### src/rtl/cpu_mem_stage.sv
// Memory stage of the 16-bit pipeline: data-memory handshake with bounded wait,
// upstream stall generation and the MEM/WB pipeline register.
module cpu_mem_stage #(
   parameter int unsigned TIMEOUT = 255
) (
   input  logic        i_clk,
   input  logic        i_rst,
   input  logic        i_mem_valid,
   input  logic [15:0] i_alu_result,
   input  logic [15:0] i_store_data,
   input  logic [3:0]  i_regW_in,
   input  logic        i_memRead,
   input  logic        i_memWrite,
   input  logic        i_regWrite,
   input  logic        i_memToReg,
   input  logic        i_ForwardM,
   input  logic [15:0] i_WB_fdata,
   output logic        o_dmem_req,
   output logic        o_dmem_we,
   output logic [15:0] o_dmem_addr,
   output logic [15:0] o_dmem_wdata,
   input  logic [15:0] i_dmem_rdata,
   input  logic        i_dmem_ready,
   output logic        o_stall,
   output logic [15:0] o_MEM_faddress,
   output logic        o_wb_valid,
   output logic        o_wb_regWrite,
   output logic [3:0]  o_wb_regW,
   output logic [15:0] o_wb_data,
   output logic        o_bus_err
);

   // state   | meaning
   // ST_IDLE | no access outstanding; live EX/MEM values drive the bus
   // ST_WAIT | access outstanding; latched values drive the bus, counting cycles
   typedef enum logic {ST_IDLE, ST_WAIT} state_t;

   localparam logic [7:0] TIMEOUT_CNT = 8'(TIMEOUT);

   state_t      r_state;
   state_t      w_state_nxt;
   logic [7:0]  r_cnt;
   logic [15:0] r_addr;
   logic [15:0] r_wdata;
   logic        r_we;
   logic [3:0]  r_regW;
   logic        r_regWrite;
   logic        r_memToReg;

   logic        r_wb_valid;
   logic        r_wb_regWrite;
   logic [3:0]  r_wb_regW;
   logic [15:0] r_wb_data;
   logic        r_bus_err;

   logic        w_access;
   logic [15:0] w_live_wdata;
   logic        w_req;
   logic        w_we;
   logic [15:0] w_addr;
   logic [15:0] w_wdata;
   logic        w_stall;
   logic        w_latch;
   logic        w_complete;
   logic        w_timeout;
   logic [3:0]  w_wb_regW;
   logic        w_wb_regWrite;
   logic [15:0] w_wb_data;

   assign w_access     = i_mem_valid & (i_memRead | i_memWrite);
   assign w_live_wdata = i_ForwardM ? i_WB_fdata : i_store_data;

   always_comb begin
      w_state_nxt   = r_state;
      w_req         = 1'b0;
      w_we          = i_memWrite;
      w_addr        = i_alu_result;
      w_wdata       = w_live_wdata;
      w_stall       = 1'b0;
      w_latch       = 1'b0;
      w_complete    = 1'b0;
      w_timeout     = 1'b0;
      w_wb_regW     = i_regW_in;
      w_wb_regWrite = i_regWrite;
      w_wb_data     = i_memToReg ? i_dmem_rdata : i_alu_result;
      case (r_state)
         ST_IDLE: begin
            w_req = w_access;
            if (w_access && !i_dmem_ready) begin
               w_stall     = 1'b1;
               w_latch     = 1'b1;
               w_state_nxt = ST_WAIT;
            end else begin
               w_complete = i_mem_valid;
            end
         end
         ST_WAIT: begin
            w_req         = 1'b1;
            w_we          = r_we;
            w_addr        = r_addr;
            w_wdata       = r_wdata;
            w_wb_regW     = r_regW;
            w_wb_regWrite = r_regWrite;
            w_wb_data     = r_memToReg ? i_dmem_rdata : r_addr;
            // ready beats the timeout when both land in the same cycle
            if (i_dmem_ready) begin
               w_complete  = 1'b1;
               w_state_nxt = ST_IDLE;
            end else if (r_cnt == TIMEOUT_CNT) begin
               w_complete  = 1'b1;
               w_timeout   = 1'b1;
               w_wb_data   = 16'h0000;
               w_state_nxt = ST_IDLE;
            end else begin
               w_stall = 1'b1;
            end
         end
         default: w_state_nxt = ST_IDLE;
      endcase
   end

   always_ff @(posedge i_clk or posedge i_rst) begin
      if (i_rst) begin
         r_state    <= ST_IDLE;
         r_cnt      <= 8'd0;
         r_addr     <= 16'h0000;
         r_wdata    <= 16'h0000;
         r_we       <= 1'b0;
         r_regW     <= 4'd0;
         r_regWrite <= 1'b0;
         r_memToReg <= 1'b0;
      end else begin
         r_state <= w_state_nxt;
         if (w_latch) begin
            r_cnt      <= 8'd1;
            r_addr     <= i_alu_result;
            r_wdata    <= w_live_wdata;
            r_we       <= i_memWrite;
            r_regW     <= i_regW_in;
            r_regWrite <= i_regWrite;
            r_memToReg <= i_memToReg;
         end else if (r_state == ST_WAIT && !w_complete) begin
            r_cnt <= r_cnt + 8'd1;
         end else begin
            r_cnt <= 8'd0;
         end
      end
   end

   // MEM/WB register: data and destination hold across bubbles
   always_ff @(posedge i_clk or posedge i_rst) begin
      if (i_rst) begin
         r_wb_valid    <= 1'b0;
         r_wb_regWrite <= 1'b0;
         r_wb_regW     <= 4'd0;
         r_wb_data     <= 16'h0000;
         r_bus_err     <= 1'b0;
      end else begin
         if (w_complete) begin
            r_wb_valid    <= 1'b1;
            r_wb_regWrite <= w_wb_regWrite;
            r_wb_regW     <= w_wb_regW;
            r_wb_data     <= w_wb_data;
         end else begin
            r_wb_valid    <= 1'b0;
            r_wb_regWrite <= 1'b0;
         end
         if (w_timeout)
            r_bus_err <= 1'b1;
      end
   end

   // reset gating makes req/stall fall the moment rst rises, even mid-access
   assign o_dmem_req     = w_req & ~i_rst;
   assign o_stall        = w_stall & ~i_rst;
   assign o_dmem_we      = w_we;
   assign o_dmem_addr    = w_addr;
   assign o_dmem_wdata   = w_wdata;
   assign o_MEM_faddress = i_alu_result;
   assign o_wb_valid     = r_wb_valid;
   assign o_wb_regWrite  = r_wb_regWrite;
   assign o_wb_regW      = r_wb_regW;
   assign o_wb_data      = r_wb_data;
   assign o_bus_err      = r_bus_err;

endmodule
### config.mk
export PLATFORM = sky130hd
export DESIGN_NAME = cpu_mem_stage
export DESIGN_NICKNAME = d
export VERILOG_FILES = /design/src/rtl/cpu_mem_stage.sv
export SDC_FILE = /design/constraint.sdc
export NUM_CORES = 1
export LEC_CHECK = 0
export BUFFER_PORTS_ARGS = -buffer_cell sky130_fd_sc_hd__buf_2
export CAP_MARGIN = 15
export CORE_ASPECT_RATIO = 0.75
export CORE_MARGIN = 2
export CORE_UTILIZATION = 39
export CTS_BUF_LIST = sky130_fd_sc_hd__clkbuf_4
export CTS_CLUSTER_SIZE = 20
export DETAILED_ROUTE_END_ITERATION = 8
export GPL_ROUTABILITY_DRIVEN = 0
export GPL_TIMING_DRIVEN = 0
export PLACE_DENSITY = 0.69
export SLEW_MARGIN = 10
export SYNTH_ARGS = -nofsm -noshare
export SYNTH_HDL_FRONTEND = slang
export SYNTH_SLANG_ARGS = --single-unit
export TNS_END_PERCENT = 5
### constraint.sdc
create_clock -name i_clk -period 2 [get_ports i_clk]
set_input_delay 0.2 -clock i_clk [delete_from_list [all_inputs] [get_ports i_clk]]
set_output_delay 0.2 -clock i_clk [all_outputs]
set_load 0.005 [all_outputs]
# Yosys cells after proc, flatten, opt, wreduce, memory -nomap -nowiden
# Cells that the tools add are included.
[totals]
ff_bits = 71
out_inout_bits = 74
[op_classes]
add_sub_neg = 1
n_eq_ne = 1
n_mux = 27
bitwise_logic = 6
reduce_logical = 4
[op_table]
columns = ["cell", "count"]
rows = [
  ["$mux W16", 8],
  ["$mux W8", 2],
  ["$mux W1", 13],
  ["$add A8 B1 Y8 const B", 1],
  ["$eq A8 B8 Y1 const B", 1],
  ["$pmux W1 S2", 3],
  ["$mux W4", 1],
  ["$and A1 B1 Y1", 3],
  ["$logic_and A1 B1 Y1", 2],
  ["$logic_not A1 Y1", 2],
  ["$not A1 Y1", 2],
  ["$or A1 B1 Y1", 1],
]

# Depth between registers and ports, before layout
# Gate-level depths: netlist of run 1.
[logic_depth]
word_depth = 9
mapped_depth = 6

# Least setup slack after synthesis of run 1
# Ideal clock, no wire load.
[synth_path]
path_kind = "reg-to-reg"
start = "register r_cnt[0]"
end = "register r_wb_data[8] (netlist: o_wb_data[8])"
arrival_ps = 1602
t_required_ps = 1875
setup_slack_ps = 273
stages_incl_launch_ff = 7
n_path_buf = 1
period_less_slack_ps = 1727
path_cell_list = "dfrtp_1 -> ha_1 -> nand3_4 -> nor4_4 -> buf_6 -> a211oi_1 -> mux2_2"
[synth_via]
elab_chain_len = 4
[synth_rtl]
columns = ["element", "line", "source"]
rows = [
  ["start: declaration", "42", "logic [7:0] r_cnt;"],
  ["start signal: assignment", "143", "r_cnt <= r_cnt + 8'd1;"],
  ["$eq A8 B8 Y1 *", "109", "end else if (r_cnt == TIMEOUT_CNT) begin"],
  ["$mux W1 / $mux W16 (equally long branches)", "109", ""],
  ["$mux W1 / $mux W16 (equally long branches)", "106", "if (i_dmem_ready) begin"],
  ["$pmux W1 S2 / $mux W16 (equally long branches)", "86", "case (r_state)"],
  ["end signal: assignment", "163", "r_wb_data <= w_wb_data;"],
  ["end: declaration", "53", "logic [15:0] r_wb_data;"],
]
# Every way passes the cells marked *; elsewhere a longest branch is shown, timed or not.
# A chain may end at the register's enable or synchronous reset.

# Final worst setup path of run 1
[layout_path]
start = "register r_state"
end = "output port o_stall"
[layout_via]
elab_chain_len = 3
[layout_rtl]
columns = ["element", "line", "source"]
rows = [
  ["start: declaration", "40", "state_t r_state;"],
  ["start signal: assignment", "133", "r_state <= w_state_nxt;"],
  ["$not A1 Y1", "-", ""],
  ["$pmux W1 S2 *", "86", ""],
  ["$and A1 B1 Y1 *", "175", "assign o_stall = w_stall & ~i_rst;"],
  ["end: declaration", "24", "output logic o_stall,"],
]
# Marked as above.

==> impl_metrics.yaml, run 1 <==
outcome:
  status: "complete, no violations"
timing:
  period_share_pct: 99.7
  tns_ps: 0
  period_minus_slack_ps: 1990
  final_hold_viol_count: 0
  finalWorstSetupSlack_ps: 6.78
  setup_viol: 0
  rsz0062_at_grt: "true"
  holdWs_ps: 32.0
  worst_pin_slew_ps: 609
  slew_headroom_pct: 59.4
  maxSlewViolCount: 0
  fin_worst_skew_ps: 14.0
  fmax_mhz: 502
cts:
  htree_num_levels: 3
  cts.sink_count: 71
  cts_inserted_buffers: 9
  cts_max_path_buffers: 2
  worstSkewPairLatency_ps: 430
  cts_root_buf: "clkbuf_4"
  clk_pin_slew_ps: 110
  tritoncts: "built"
logic_synthesis:
  muxShareOfSynthArea_pct: 35.2
  seq_area_frac_synth_pct: 43.7
  syn_area_sq_mm: 0.00406
  synthCells: 326
  synth_simple_gate_area_share_pct: 5.85
  ys_warn_count: 0
  ys_seq_elements: 71
  synth.avg_cell_area_sq_um: 12.5
  synthAdderAreaFrac_pct: 0.308
  synthesis.nets: 404
  synth_cell_types: 31
  synth_top_family_by_area: "multiplexers"
  synthXorXnorAreaFrac_pct: 1.08
  synth_compound_gate_area_share_pct: 7.45
grt:
  grt_pass1_vias: 3313
  track_usage_pct: 19.5
  grt_pass1_wl_um: 16900
  grt_max_degree: 52
  grt_overflow: 0
  antenna_found_initial: 0
floorplan:
  start_util_pct: 39.8
  pin_count: 151
  die_h_um: 92.4
  rows: 32
  core_sq_mm: 0.0102
  die_area_sq_mm: 0.0113
  die_width_um: 122
flow_run:
  max_cap_viol_count: 0
power_and_ir_drop:
  share_clk_of_total_power_pct: 22.5
  p_comb_share_pct: 33.2
  netSwitchingFraction_pct: 29.1
  seqPwrFrac_pct: 44.3
  power.leakage_nw: 2.53
  powerDensity_mw_per_mm2: 809
  intPower_mw: 3.10
  peakVddDrop_mv: 0.435
  p_sw_mw: 1.27
min_path:
  worst_hold_path_type: "input port to flop"
detailed_routing:
  wire_per_inst_um: 16.2
  drc: 0
  avgViaCountPerCell: 4.97
  first_pass_iters: 4
  wl_um: 10400
  ant_nets: 0
  drt_iter0_drc: 88
  route.vias.total: 3188
placement:
  placed_cells_incl_taps: 612
  hpwl_um: 7650
  io_buffers: 149
  place_ws_ps: -58.8
setup_path:
  end_kind: "output port"
  crit_path_cell_trace: "or3_1 > buf_6 > buf_8 > a21oi_2 > buf_2"
  critical-path-top-delay-family: "flip-flops"
  arrival_ps: 1790
  worstPathRequired_ps: 1800
  cp_num_buf_inv: 3
  worstSetupPathType: "flop to output port"
  crit_path_top_delay_cell: "dfrtp_2"
  worst_path_largest_cell_delay_ps: 450
  crit_path_start_kind: "flop"
  cp_max_fo: 10
final_layout:
  register_area_sq_mm: 0.00178
  multi_input_area_sq_mm: 0.00206
  fin_nets: 579
  diodes: 0
  num-fill-cells: 905
  drive_gt1_share_pct: 63.8
  syn_to_final_growth_pct: 33.3
  fin_cells: 641
  final_cell_mix: "152 x buf_2, 107 x mux2_2, 70 x dfrtp_1, 32 x a211oi_1, 22 x buf_4"
  layout_commonest_cell: "buf_2"
## cell usage after synthesis (all sizes together)
cell,count,area [sq um]
clkbuf,4,25.0
dfrtp,71,1780
and2,1,6.26
a211oi,32,240
a21oi,3,15.0
o21bai,1,11.3
nor2b,16,100
and3,1,6.26
mux2,112,1260
nand2b,1,8.76
ha,1,12.5
nand3,2,22.5
nand2,4,15.0
xor2,4,35.0
buf,34,219
o211ai,1,21.3
xnor2,1,8.76
or3,2,12.5
mux2i,17,170
or2,1,6.26
nor4,1,21.3
inv,4,15.0
nor2,7,26.3
o21ai,3,15.0
nand4,2,12.5
## worst register-to-register path, cell delays in order (launching register included)
cell	delay (ps)
dfrtp_1	400
ha_1	240
nand3_4	140
o21bai_4	300
o211ai_4	170
clkbuf_8	220
mux2_2	290
## state kept, by name, indices dropped and copies added, names as in the netlist
signal and count:
r_addr 16, o_bus_err 1, r_cnt 8, o_wb_data 16, r_wdata 16, r_state 1
o_wb_regW 4, r_we 1, r_regWrite 1, r_memToReg 1, o_wb_valid 1, o_wb_regWrite 1
r_regW 4
## cell type report
type	instances	share of cell area, %
sequential	71	32.8
tap	136	3.14
clock inverter	6	1.41
multi-input combinational	213	38.0
buffer	38	5.80
clock buffer	9	1.25
inverter	4	0.462
timing repair buffer	164	17.1
## kinds of logic after synthesis
family                   after synthesis
AO/OA/AOI/OAI                         40
XOR/XNOR                               5
adder cells (fa/ha/maj)                1
buffers and inverters                 42
flip-flops                            71
multiplexers                         129
AND/OR/NAND/NOR                       38
## path summary, 6_finish.rpt
check | cells past startpoint | endpoint | slack (ps) | startpoint
setup / recovery | 5 | o_stall | 7 | r_state$_DFF_PP0_
setup reg to reg | 6 | o_wb_data[7]$_DFFE_PP0P_ | 150 | r_cnt[0]$_DFF_PP0_
hold reg to reg | 1 | o_bus_err$_DFFE_PP0P_ | 480 | o_bus_err$_DFFE_PP0P_
max in group asynchronous | 4 | o_wb_regW[1]$_DFFE_PP0P_ | 1150 | i_rst
min in group asynchronous | 3 | o_wb_data[9]$_DFFE_PP0P_ | 300 | i_rst
hold / removal | 2 | r_we$_DFFE_PP0P_ | 30 | i_memWrite
## per-stage QoR
stage	area (sq um)	total power, mW	util (%)
finish	5420	4.38	53.0
global route	5420	4.66	53.0
CTS	5310	4.39	52.0
detailed placement	5010	3.34	49.1
global placement	4980	3.27	48.8
floorplan	4060	2.78	-
## timing repair
| action | 4_1_cts | 5_1_grt |
|---|---|---|
| hold buffers | 6 | 3 |
| endpoints found under the setup margin | 43 | 36 |
| setup buffers | 4 | 1 |
| endpoints found under the hold margin | 25 | 3 |
| pin swaps | 2 | 1 |
| gates resized for setup | 21 | 16 |
## layer usage
layer	track usage, %	part of all wire, %	vias to the layer above
met2	32.4	51	78
met5	0	0	-
li1	-	-	1516
met3	6.10	5.1	6
met1	25.4	43	1588
met4	3.35	0.86	0
## power groups by stage
stage / Clock [mW] / Sequential, mW / Combinational [mW]
4_1_cts: 1.03 / 1.94 / 1.43
5_1_grt: 1.09 / 1.98 / 1.59
6_report: 0.986 / 1.94 / 1.45
3_5_place_dp: 0 / 1.96 / 1.37
2_1_floorplan: 0 / 1.93 / 0.847
3_3_place_gp: 0 / 1.94 / 1.33
No activity file was read; power rests on OpenSTA's default activity.
==> inputs of run 2 (changes only) <==
- CORE_UTILIZATION: 39 -> 40
- CTS_CLUSTER_DIAMETER: unset -> 200
- PLACE_DENSITY: 0.69 -> 0.71
==> impl_metrics.yaml, run 2 (same netlist as run 1, synthesis figures left out) <==
timing:
  fin_worst_skew_ps: 11.2
  period_share_pct: 97.5
  slew_headroom_pct: 60.2
  setup_viol: 0
  period_minus_slack_ps: 1950
  tns_ps: 0
  final_hold_viol_count: 0
  maxSlewViolCount: 0
  worst_pin_slew_ps: 596
  rsz0062_at_grt: "true"
  fmax_mhz: 513
setup_path:
  end_kind: "output port"
  worst_path_largest_cell_delay_ps: 430
  arrival_ps: 1750
  crit_cells: 5
  crit_path_top_delay_cell: "dfrtp_1"
  cp_num_buf_inv: 3
  crit_path_cell_trace: "or3_1 > buf_6 > buf_12 > a21oi_2 > buf_2"
  worstSetupPathType: "flop to output port"
  cp_max_fo: 10
  rr_worst_depth: 6
  rr_startpoint: "r_state$_DFF_PP0_"
  crit_path_start: "r_state$_DFF_PP0_"
  setup.worst_path.end: "o_stall"
  crit_path_start_kind: "flop"
  rrSetupSlack_ps: 160
  critical-path-top-delay-family: "flip-flops"
  timing.rr.end: "o_wb_data[7]$_DFFE_PP0P_"
  worstPathRequired_ps: 1800
floorplan:
  die_h_um: 91.3
  core_sq_mm: 0.00977
  die_area_sq_mm: 0.0110
  pin_count: 151
  rows: 31
  start_util_pct: 41.6
  die_width_um: 120
detailed_routing:
  wl_um: 10700
  drc: 0
  wire_per_inst_um: 16.8
  first_pass_iters: 4
  ant_nets: 0
  drt_iter0_drc: 110
  route.vias.total: 3243
  avgViaCountPerCell: 5.11
placement:
  hpwl_um: 7900
  placed_area_sq_mm: 0.00500
  io_buffers: 149
final_layout:
  fin_area_sq_mm: 0.00534
  diodes: 0
  fin_nets: 578
  syn_to_final_growth_pct: 31.3
  drive_gt1_share_pct: 64.4
  final_cell_mix: "155 x buf_2, 112 x mux2_2, 71 x dfrtp_1, 32 x a211oi_1, 23 x buf_4"
  layout_commonest_cell: "buf_2"
cts:
  cts_inserted_buffers: 9
  tritoncts: "built"
  cts.sink_count: 71
  cts_max_path_buffers: 2
  cts_root_buf: "clkbuf_4"
  worstSkewPairLatency_ps: 430
  htree_num_levels: 3
  clk_pin_slew_ps: 110
power_and_ir_drop:
  fin_total_pwr_mw: 4.22
  powerDensity_mw_per_mm2: 790
  peakVddDrop_mv: 0.339
  power.leakage_nw: 2.49
grt:
  grt_pass1_wl_um: 17300
  grt_max_degree: 57
  grt_pass1_vias: 3372
  grt_overflow: 0
  antenna_found_initial: 1
  track_usage_pct: 20.3
min_path:
  worst_hold_path_type: "input port to flop"
flow_run:
  max_cap_viol_count: 0
outcome:
  status: "complete, no violations"
## run 2: cell types whose count changed in the layout (fill, tap and decap cells not counted), sizes merged
cell	before	now
buf	189	190
bufinv	2	1
clkinv	4	3
clkinvlp	0	1
dlygate4sd3	9	7
## run 2: metrics by stage
step                      hold WS [ps]  std cells  worst slack (ps)  util [%]
final                             39.4        635              49.1      54.6
after global routing              13.4        635             -52.5      54.6
after CTS                        0.716        631             -9.67      54.0
after detailed placement           179        608             -50.2      51.2
after global placement             449        607              -927      50.9
after floorplan                    350        326              3.43         -
## run 2: per-layer routing
| layer | share of wire, % | wire, um | track usage (%) | vias up |
|---|---|---|---|---|
| li1 | - | - | - | 1527 |
| met1 | 42 | 4520 | 25.3 | 1609 |
| met2 | 50 | 5350 | 33.7 | 92 |
| met3 | 6.1 | 655 | 7.04 | 15 |
| met4 | 1.3 | 137 | 5.43 | 0 |
| met5 | 0 | 0 | 0 | - |
## run 2: layout make-up
class	count	area [sq um]
Buffer	38	310
Multi-Input combinational cell	213	2050
Fill cell	880	4440
Tap cell	132	165
Inverter	4	20.0
Sequential cell	71	1780
Clock inverter	5	51.3
Clock buffer	9	67.6
Timing Repair Buffer	163	895
## run 2: worst min path at each step
stage | from | endpoint | slack [ps] | cells after the start
finish | i_alu_result[7] | r_addr[7]$_DFFE_PP0P_ | 40 | 2
global route | i_alu_result[3] | r_addr[3]$_DFFE_PP0P_ | 10 | 2
CTS | i_regWrite | r_regWrite$_DFFE_PP0P_ | 0.7 | 2
detailed placement | i_rst | r_we$_DFFE_PP0P_ | 180 | 2
global placement | i_regW_in[0] | r_regW[0]$_DFFE_PP0P_ | 450 | 2
floorplan | i_memWrite | r_we$_DFFE_PP0P_ | 350 | 1
## run 2: timing repair
action	in CTS	in global routing
gates resized for setup	21	5
endpoints found under the hold margin	20	1
hold buffers	6	1
setup endpoints to repair	44	29
setup buffers	3	3
pin swaps	2	2
## run 2: power by group
group	switching [mW]	internal (mW)	leakage [nW]
combinational	0.595	0.828	1.57
sequential	0.179	1.76	0.857
clock	0.494	0.359	0.0651
total	1.27	2.95	2.49
==> inputs of run 3 (changes only) <==
- PLACE_DENSITY: 0.71 -> 0.69
==> impl_metrics.yaml, run 3 (same netlist as run 1, synthesis figures left out) <==
outcome:
  status: "complete, no violations"
power_and_ir_drop:
  p_sw_mw: 1.24
  intPower_mw: 2.87
  power.leakage_nw: 2.48
  p_comb_share_pct: 34.4
  peakVddDrop_mv: 0.361
  netSwitchingFraction_pct: 30.2
  share_clk_of_total_power_pct: 18.3
  seqPwrFrac_pct: 47.2
  powerDensity_mw_per_mm2: 778
  fin_total_pwr_mw: 4.11
setup_path:
  crit_path_top_delay_cell: "dfrtp_2"
  end_kind: "output port"
  crit_path_cell_trace: "or3_1 > buf_6 > buf_8 > a21oi_2 > buf_2"
  worst_path_largest_cell_delay_ps: 460
  cp_num_buf_inv: 3
  critical-path-top-delay-family: "flip-flops"
  worstSetupPathType: "flop to output port"
  worstPathRequired_ps: 1800
  cp_max_fo: 10
  crit_path_start_kind: "flop"
  arrival_ps: 1750
grt:
  grt_pass1_vias: 3371
  grt_max_degree: 55
  gr-usage-met3_pct: 6.60
  grt_overflow: 0
  grt_use_met1_pct: 25.2
  antenna_found_initial: 0
  grt_use_met2_pct: 32.4
  top_usage_layer: "met2"
  track_usage_pct: 19.8
  grt_pass1_wl_um: 17000
placement:
  hpwl_um: 7810
  place_ws_ps: -51.7
  io_buffers: 149
  placed_area_sq_mm: 0.00500
  placed_cells_incl_taps: 608
final_layout:
  fin_nets: 576
  final_cell_mix: "156 x buf_2, 112 x mux2_2, 70 x dfrtp_1, 32 x a211oi_1, 25 x buf_4"
  multi_input_area_sq_mm: 0.00204
  diodes: 0
  num-fill-cells: 852
  syn_to_final_growth_pct: 30.1
  fin_cells: 634
  register_area_sq_mm: 0.00178
  fin_area_sq_mm: 0.00529
  final_util_pct: 54.1
  drive_gt1_share_pct: 64.7
  layout_commonest_cell: "buf_2"
timing:
  period_share_pct: 97.7
  finalWorstSetupSlack_ps: 46.0
  holdWs_ps: 34.7
  slew_headroom_pct: 59.8
  fin_worst_skew_ps: 13.5
  tns_ps: 0
  final_hold_viol_count: 0
  worst_pin_slew_ps: 603
  maxSlewViolCount: 0
  setup_viol: 0
  period_minus_slack_ps: 1950
  fmax_mhz: 512
  rsz0062_at_grt: "true"
detailed_routing:
  avgViaCountPerCell: 5.10
  wl_um: 10400
  route.vias.total: 3235
  drc: 0
  drt_iter0_drc: 97
  ant_nets: 0
  wire_per_inst_um: 16.5
  first_pass_iters: 4
flow_run:
  max_cap_viol_count: 0
cts:
  cts.sink_count: 71
  tritoncts: "built"
  clk_pin_slew_ps: 110
  cts_max_path_buffers: 2
  cts_inserted_buffers: 9
  htree_num_levels: 3
  worstSkewPairLatency_ps: 420
  cts_root_buf: "clkbuf_4"
floorplan:
  die_width_um: 120
  die_area_sq_mm: 0.0110
  rows: 31
  die_h_um: 91.3
  start_util_pct: 41.6
  pin_count: 151
  core_sq_mm: 0.00977
min_path:
  worst_hold_path_type: "input port to flop"
[run 3: path summary, 6_finish.rpt]
kind,from,endpoint,slack (ps),depth (start not counted)
min in group asynchronous,i_rst,r_wdata[10]$_DFFE_PP0P_,290,3
hold / removal,i_regWrite,r_regWrite$_DFFE_PP0P_,30,2
hold reg to reg,o_bus_err$_DFFE_PP0P_,o_bus_err$_DFFE_PP0P_,490,1
setup / recovery,r_state$_DFF_PP0_,o_stall,50,5
setup reg to reg,r_state$_DFF_PP0_,o_wb_data[3]$_DFFE_PP0P_,80,6
max in group asynchronous,i_rst,r_addr[12]$_DFFE_PP0P_,1170,4
[run 3: area by class of cell]
class / count / share of cell area, %
buffer: 38 / 5.85
clock buffer: 12 / 1.70
clock inverter: 3 / 0.213
inverter: 4 / 0.568
multi-input combinational: 213 / 38.6
sequential: 71 / 33.6
tap: 132 / 3.12
timing repair buffer: 161 / 16.3
[run 3: what timing repair did]
action                                  in CTS  in global routing
gates resized for setup                     25                  2
endpoints found under the setup margin      35                 40
hold endpoints to repair                    17                  2
pin swaps                                    2                  2
hold buffers                                 1                  2
gates cloned                                 0                  0
setup buffers                                3                  5
[run 3: power by group through the flow]
stage          Clock (mW)  Sequential, mW  Combinational, mW
2_1_floorplan           0            1.93              0.847
3_3_place_gp            0            1.95               1.32
3_5_place_dp            0            1.97               1.37
4_1_cts             0.783            1.94               1.42
5_1_grt             0.848            1.98               1.55
6_report            0.754            1.94               1.41
[run 3: layer usage]
metal / vias up / share of wire [%] / wire length [um]
met3: 8 / 5.2 / 541
met5: - / 0 / 0
li1: 1522 / - / -
met4: 0 / 0.91 / 95
met2: 81 / 49 / 5140
met1: 1624 / 45 / 4660
